<file path="config.mk">
export PLATFORM = sky130hd
export DESIGN_NAME = picomips_mc
export DESIGN_NICKNAME = d
export VERILOG_FILES = /design/src/rtl/picomips_mc.sv
export SDC_FILE = /design/constraint.sdc
export NUM_CORES = 1
export LEC_CHECK = 0
export CAP_MARGIN = 25
export CORE_MARGIN = 5
export CORE_UTILIZATION = 45
export CTS_BUF_LIST = sky130_fd_sc_hd__clkbuf_4 sky130_fd_sc_hd__clkbuf_8
export DETAILED_ROUTE_END_ITERATION = 10
export PLACE_DENSITY_LB_ADDON = 0.12
export SYNTH_ARGS = -nofsm -noshare
export SYNTH_HDL_FRONTEND = slang
export SYNTH_SLANG_ARGS = --single-unit
</file>
<file path="constraint.sdc">
create_clock -name clk -period 4.1 [get_ports clk]
set_clock_uncertainty 0.15 [all_clocks]
set_input_delay 0.41 -clock clk [delete_from_list [all_inputs] [get_ports clk]]
set_output_delay 0.41 -clock clk [all_outputs]
set_load 0.03 [all_outputs]
</file>
<file path="src/rtl/picomips_mc.sv">
// picomips_mc: multi-cycle picoMIPS core (FETCH/EXEC/HALT) with an input handshake and an output strobe.
// Define PICOMIPS_MULH_EN to make opcode 9 an unsigned multiply-high; without it, opcode 9 is a NOP.
module picomips_mc #(
  parameter int unsigned N     = 8,
  parameter int unsigned RADDR = 3,
  parameter int unsigned PSIZE = 5,
  parameter int unsigned ISIZE = 4 + 2 * RADDR + N
) (
  input  logic             clk,
  input  logic             reset,
  output logic [PSIZE-1:0] prog_addr,
  input  logic [ISIZE-1:0] prog_data,
  input  logic [N-1:0]     sw_data,
  input  logic             in_valid,
  output logic             in_ready,
  output logic [N-1:0]     display,
  output logic             out_valid,
  output logic             halted
);

  localparam int unsigned NREG = 2 ** RADDR;

  localparam logic [1:0] StFetch = 2'd0;
  localparam logic [1:0] StExec  = 2'd1;
  localparam logic [1:0] StHalt  = 2'd2;

  localparam logic [3:0] OpNop  = 4'd0;
  localparam logic [3:0] OpAdd  = 4'd1;
  localparam logic [3:0] OpAddi = 4'd2;
  localparam logic [3:0] OpSub  = 4'd3;
  localparam logic [3:0] OpSubi = 4'd4;
  localparam logic [3:0] OpAnd  = 4'd5;
  localparam logic [3:0] OpOr   = 4'd6;
  localparam logic [3:0] OpXor  = 4'd7;
  localparam logic [3:0] OpLdi  = 4'd8;
  localparam logic [3:0] OpMulh = 4'd9;
  localparam logic [3:0] OpBeq  = 4'd10;
  localparam logic [3:0] OpBne  = 4'd11;
  localparam logic [3:0] OpJmp  = 4'd12;
  localparam logic [3:0] OpIn   = 4'd13;
  localparam logic [3:0] OpOut  = 4'd14;
  localparam logic [3:0] OpHalt = 4'd15;

`ifdef PICOMIPS_MULH_EN
  localparam int unsigned W2 = 2 * N;
`endif

  logic [1:0]       state_q, state_d;
  logic [PSIZE-1:0] pc_q, pc_d;
  logic             z_q, z_d;
  logic [N-1:0]     display_q, display_d;
  logic             out_valid_q, out_valid_d;
  logic [N-1:0]     regs_q [NREG];

  logic [3:0]       op;
  logic [RADDR-1:0] rd, rs;
  logic [N-1:0]     imm, rd_val, rs_val;
  logic [N-1:0]     alu_res, wr_data;
  logic             alu_upd, wr_en;
  logic [PSIZE-1:0] pc_inc, target;

  assign op     = prog_data[ISIZE-1 -: 4];
  assign rd     = prog_data[N+2*RADDR-1 -: RADDR];
  assign rs     = prog_data[N+RADDR-1 -: RADDR];
  assign imm    = prog_data[N-1:0];
  assign rd_val = (rd == '0) ? '0 : regs_q[rd];
  assign rs_val = (rs == '0) ? '0 : regs_q[rs];
  assign pc_inc = pc_q + PSIZE'(1);
  assign target = imm[PSIZE-1:0];

  assign prog_addr = pc_q;
  assign display   = display_q;
  assign out_valid = out_valid_q;
  assign halted    = (state_q == StHalt);
  assign in_ready  = (state_q == StExec) && (op == OpIn);

  // ALU ops; alu_upd marks the ones that write rd and update Z.
  always_comb begin
    alu_res = '0;
    alu_upd = 1'b0;
    case (op)
      OpAdd:  begin alu_res = rd_val + rs_val; alu_upd = 1'b1; end
      OpAddi: begin alu_res = rd_val + imm;    alu_upd = 1'b1; end
      OpSub:  begin alu_res = rd_val - rs_val; alu_upd = 1'b1; end
      OpSubi: begin alu_res = rd_val - imm;    alu_upd = 1'b1; end
      OpAnd:  begin alu_res = rd_val & rs_val; alu_upd = 1'b1; end
      OpOr:   begin alu_res = rd_val | rs_val; alu_upd = 1'b1; end
      OpXor:  begin alu_res = rd_val ^ rs_val; alu_upd = 1'b1; end
`ifdef PICOMIPS_MULH_EN
      OpMulh: begin
        alu_res = N'((W2'(rd_val) * W2'(rs_val)) >> N);
        alu_upd = 1'b1;
      end
`endif
      default: ;
    endcase
  end

  always_comb begin
    state_d     = state_q;
    pc_d        = pc_q;
    z_d         = z_q;
    display_d   = display_q;
    out_valid_d = 1'b0;
    wr_en       = 1'b0;
    wr_data     = alu_res;
    case (state_q)
      StFetch: state_d = StExec;
      StExec: begin
        state_d = StFetch;
        pc_d    = pc_inc;
        if (alu_upd) begin
          wr_en = 1'b1;
          z_d   = (alu_res == '0);
        end
        case (op)
          OpNop: ;
          OpLdi: begin wr_en = 1'b1; wr_data = imm; end
          OpBeq: if (z_q)  pc_d = target;
          OpBne: if (!z_q) pc_d = target;
          OpJmp: pc_d = target;
          OpIn: begin
            if (in_valid) begin
              wr_en   = 1'b1;
              wr_data = sw_data;
            end else begin
              // Stall: nothing changes until the handshake completes.
              state_d = StExec;
              pc_d    = pc_q;
            end
          end
          OpOut: begin
            display_d   = rd_val;
            out_valid_d = 1'b1;
          end
          OpHalt: begin
            state_d = StHalt;
            pc_d    = pc_q;
          end
`ifndef PICOMIPS_MULH_EN
          OpMulh: ;
`endif
          default: ;
        endcase
      end
      StHalt: ;
      default: state_d = StFetch;
    endcase
  end

  always_ff @(posedge clk or negedge reset) begin
    if (!reset) begin
      state_q     <= StFetch;
      pc_q        <= '0;
      z_q         <= 1'b0;
      display_q   <= '0;
      out_valid_q <= 1'b0;
      for (int i = 0; i < NREG; i++) begin
        regs_q[i] <= '0;
      end
    end else begin
      state_q     <= state_d;
      pc_q        <= pc_d;
      z_q         <= z_d;
      display_q   <= display_d;
      out_valid_q <= out_valid_d;
      if (wr_en && (rd != '0)) begin
        regs_q[rd] <= wr_data;
      end
    end
  end

endmodule

</file>
==> results.py <==
metrics = {
    "floorplan": {
        "start_util": 0.464,
        "rows": 39,
        "ioPinCount": 45,
        "die_area_um2": 14200,
        "core_area_um2": 11600,
        "die_y_um": 119,
        "die_x_um": 119,
    },
    "global_route": {
        "grt_pass1_vias": 5183,
        "grt_pass1_wl_um": 27600,
        "grtUsageTotal": 0.247,
        "grt_max_degree": 74,
        "grt_overflow": 0,
        "antenna_found_initial": 0,
    },
    "route": {
        "num_vias": 5253,
        "wire_per_inst_um": 19.0,
        "drtPass1Iterations": 5,
        "wl_um": 17400,
        "detail-route-antenna-nets": 0,
        "dr.first_iter.drc_count": 370,
        "via_per_inst": 5.74,
        "drc": 0,
    },
    "timing": {
        "fin_ws_ns": 0.0888,
        "setup_viol": 0,
        "tightest_slew_ns": 0.871,
        "min_period_over_period": 0.978,
        "finalHoldViolations": 0,
        "drv_slew": 0,
        "fmax_mhz": 249,
        "relSlewSlack": 0.416,
        "fin_crit_ns": 4.01,
    },
    "final_layout": {
        "final_area_um2": 7120,
        "drive_above_1_share": 0.258,
        "final_cells": 915,
        "nets": 824,
        "fin_util": 0.616,
        "syn2layout_area_growth_pct": 32.8,
        "fillCellCount": 1045,
        "diodes": 0,
    },
    "placed_design": {
        "pre_cts_ws_ns": -0.600,
        "gp_congestion": 0.943,
        "dpl_cell_area_um2": 6610,
        "dp.cells": 893,
        "dpl.hpwl_um": 13400,
        "port_buffers": 44,
    },
    "clocking": {
        "clk_pin_slew_ns": 0.08,
        "cts-root-buf": "clkbuf_8",
        "clk_path_buf_depth": 2,
        "insertion_delay_ns": 0.37,
        "cts_tree": "done",
        "cts_inserted_buffers": 9,
        "cts-htree-levels": 3,
        "clock-sinks": 73,
    },
    "synth": {
        "syn-num-nets": 698,
        "async_reset_ff_frac": 1.00,
        "synthTopCellsByArea": "dfrtp_1 (34%), nand2_1 (6.8%), ha_1 (6.3%)",
        "synth_commonest_cells": "nand2_1 (97), dfrtp_1 (73), o21ai_0 (67), nor2_1 (50), a21oi_1 (48)",
        "yosysSeqAreaShare": 0.341,
        "ys_ff_latch": 73,
        "syn_inst": 641,
        "synth_enable_flop_cells": 0,
        "netlist_area_um2": 5360,
        "synth.top_cell.area_share": 0.341,
        "syn_area_per_cell_um2": 8.36,
        "synth_warnings": 0,
        "synthFlopType": "dfrtp_1",
        "yosysMostFrequentCell": "nand2_1",
        "yosysTopAreaCell": "dfrtp_1",
        "ys_types": 63,
    },
    "worst_setup_path": {
        "worstPathMaxFanout": 7,
        "arrival_ns": 4.15,
        "required_ns": 4.24,
        "cp-end-kind": "flip-flop",
        "cpMaxStageDelayCell": "clkdlybuf4s50_1",
        "r2r_cells": 14,
        "r2r_start": "regs_q[40]$_DFFE_PN0P_",
        "crit_chain": "clkdlybuf4s50_1, nor2b_1, a22o_1, or2_4, ha_4, a221oi_2, ha_1, nor2b_2, o31a_1, o21ai_2, a211oi_2, xnor2_1, a221o_1, a31o_4, o21ai_2",
        "critPathLaunch": "prog_data[10]",
        "crit_type": "in -> reg",
        "path_common_cell": "o21ai_2",
        "startpoint_type": "input pin",
        "r2r_slack_ns": 0.17,
        "r2r_end": "regs_q[47]$_DFFE_PN0P_",
        "cpPeakStageDelay_ns": 0.56,
    },
    "power": {
        "total_power_mw": 4.06,
        "p_leak_nw": 3.14,
        "ir_drop_mv": 0.375,
        "powerDensity_nw_per_um2": 570,
    },
    "job": {
        "max-cap-violations": 0,
    },
    "min_path": {
        "hp-class": "in -> async",
    },
    "outcome": {
        "outcome": "finished clean",
    },
}
[critical path, delay by kind of cell]
| family | cells | cell delay, ns |
|---|---|---|
| adder cells (fa/ha/maj) | 2 | 0.48 |
| AND/OR/NAND/NOR | 3 | 0.63 |
| buffers and inverters | 1 | 0.56 |
| XOR/XNOR | 1 | 0.15 |
| AO/OA/AOI/OAI | 8 | 1.91 |
[logic make-up after synthesis]
group | after synthesis | synth area share
flops | 73 | 0.341
compound gates | 205 | 0.245
buf+inv | 59 | 0.0436
simple gates | 223 | 0.192
xor+xnor | 6 | 0.00980
mux | 47 | 0.102
fa+ha+maj | 28 | 0.0667
[area by class of cell]
type                    count  area (um^2)  share of cell area
multi-input cells         509         3520               0.494
flip-flops and latches     73         1830               0.257
repair buffers            148         1280               0.180
well taps                 143          179              0.0251
clock buffers               9          124              0.0174
inverters                  26         97.6              0.0137
clock inverters             7         93.8              0.0132
[report_power, final]
part,switching (mW),total [mW],internal (mW)
Combinational,1.13,2.15,1.01
Sequential,0.256,1.27,1.01
Clock,0.299,0.641,0.342
Total,1.69,4.06,2.37
[layout by cell type, fill, tap and decap left out, types with 20 or more instances in the layout]
master	synthesis	final
ha_1	27	23
o21ai_0	67	66
mux2i_1	21	20
nor2_1	50	48
inv_1	24	24
mux2_2	21	21
nand2_1	97	97
dfrtp_1	73	73
a21oi_1	48	44
buf_4	1	98
clkdlybuf4s50_1	0	41
[how the worst max path moves through the flow]
stage,endpoint,slack (ns)
floorplan,regs_q[23]$_DFFE_PN0P_,0.02
global placement,regs_q[14]$_DFFE_PN0P_,-0.52
detailed placement,regs_q[30]$_DFFE_PN0P_,-0.60
CTS,regs_q[14]$_DFFE_PN0P_,0.003
global route,regs_q[23]$_DFFE_PN0P_,-0.02
finish,regs_q[47]$_DFFE_PN0P_,0.09
[stage by stage]
stage          hold WS [ns]  setup TNS (ns)
3_5_place_dp          0.296          -17.47
4_1_cts              0.0509               0
2_1_floorplan       -0.0356               0
5_1_grt               0.197         -0.0748
6_report              0.216               0
3_3_place_gp          0.292          -14.47
[state kept, by name (all words and copies together), names as in the netlist]
signal	flops
display	8
out_valid	1
prog_addr	5
regs_q	56
state_q	2
z_q	1
[routing by layer]
layer  global-route usage  vias to the layer above  part of all wire
met3               0.0479                       45             0.053
met2                0.396                      186              0.46
met1                0.319                     2470              0.44
li1                     -                     2552                 -
met4                0.121                        0             0.039
met5                    0                        -                 0
[timing repair]
item / in CTS / in global routing
setup buffers: 0 / 4
pin swaps: 0 / 23
gates resized for setup: 7 / 44
hold endpoints to repair: 0 / 73
hold buffers: 0 / 1
endpoints found under the setup margin: 25 / 29
Note: power is estimated with default switching activity, not from simulation.
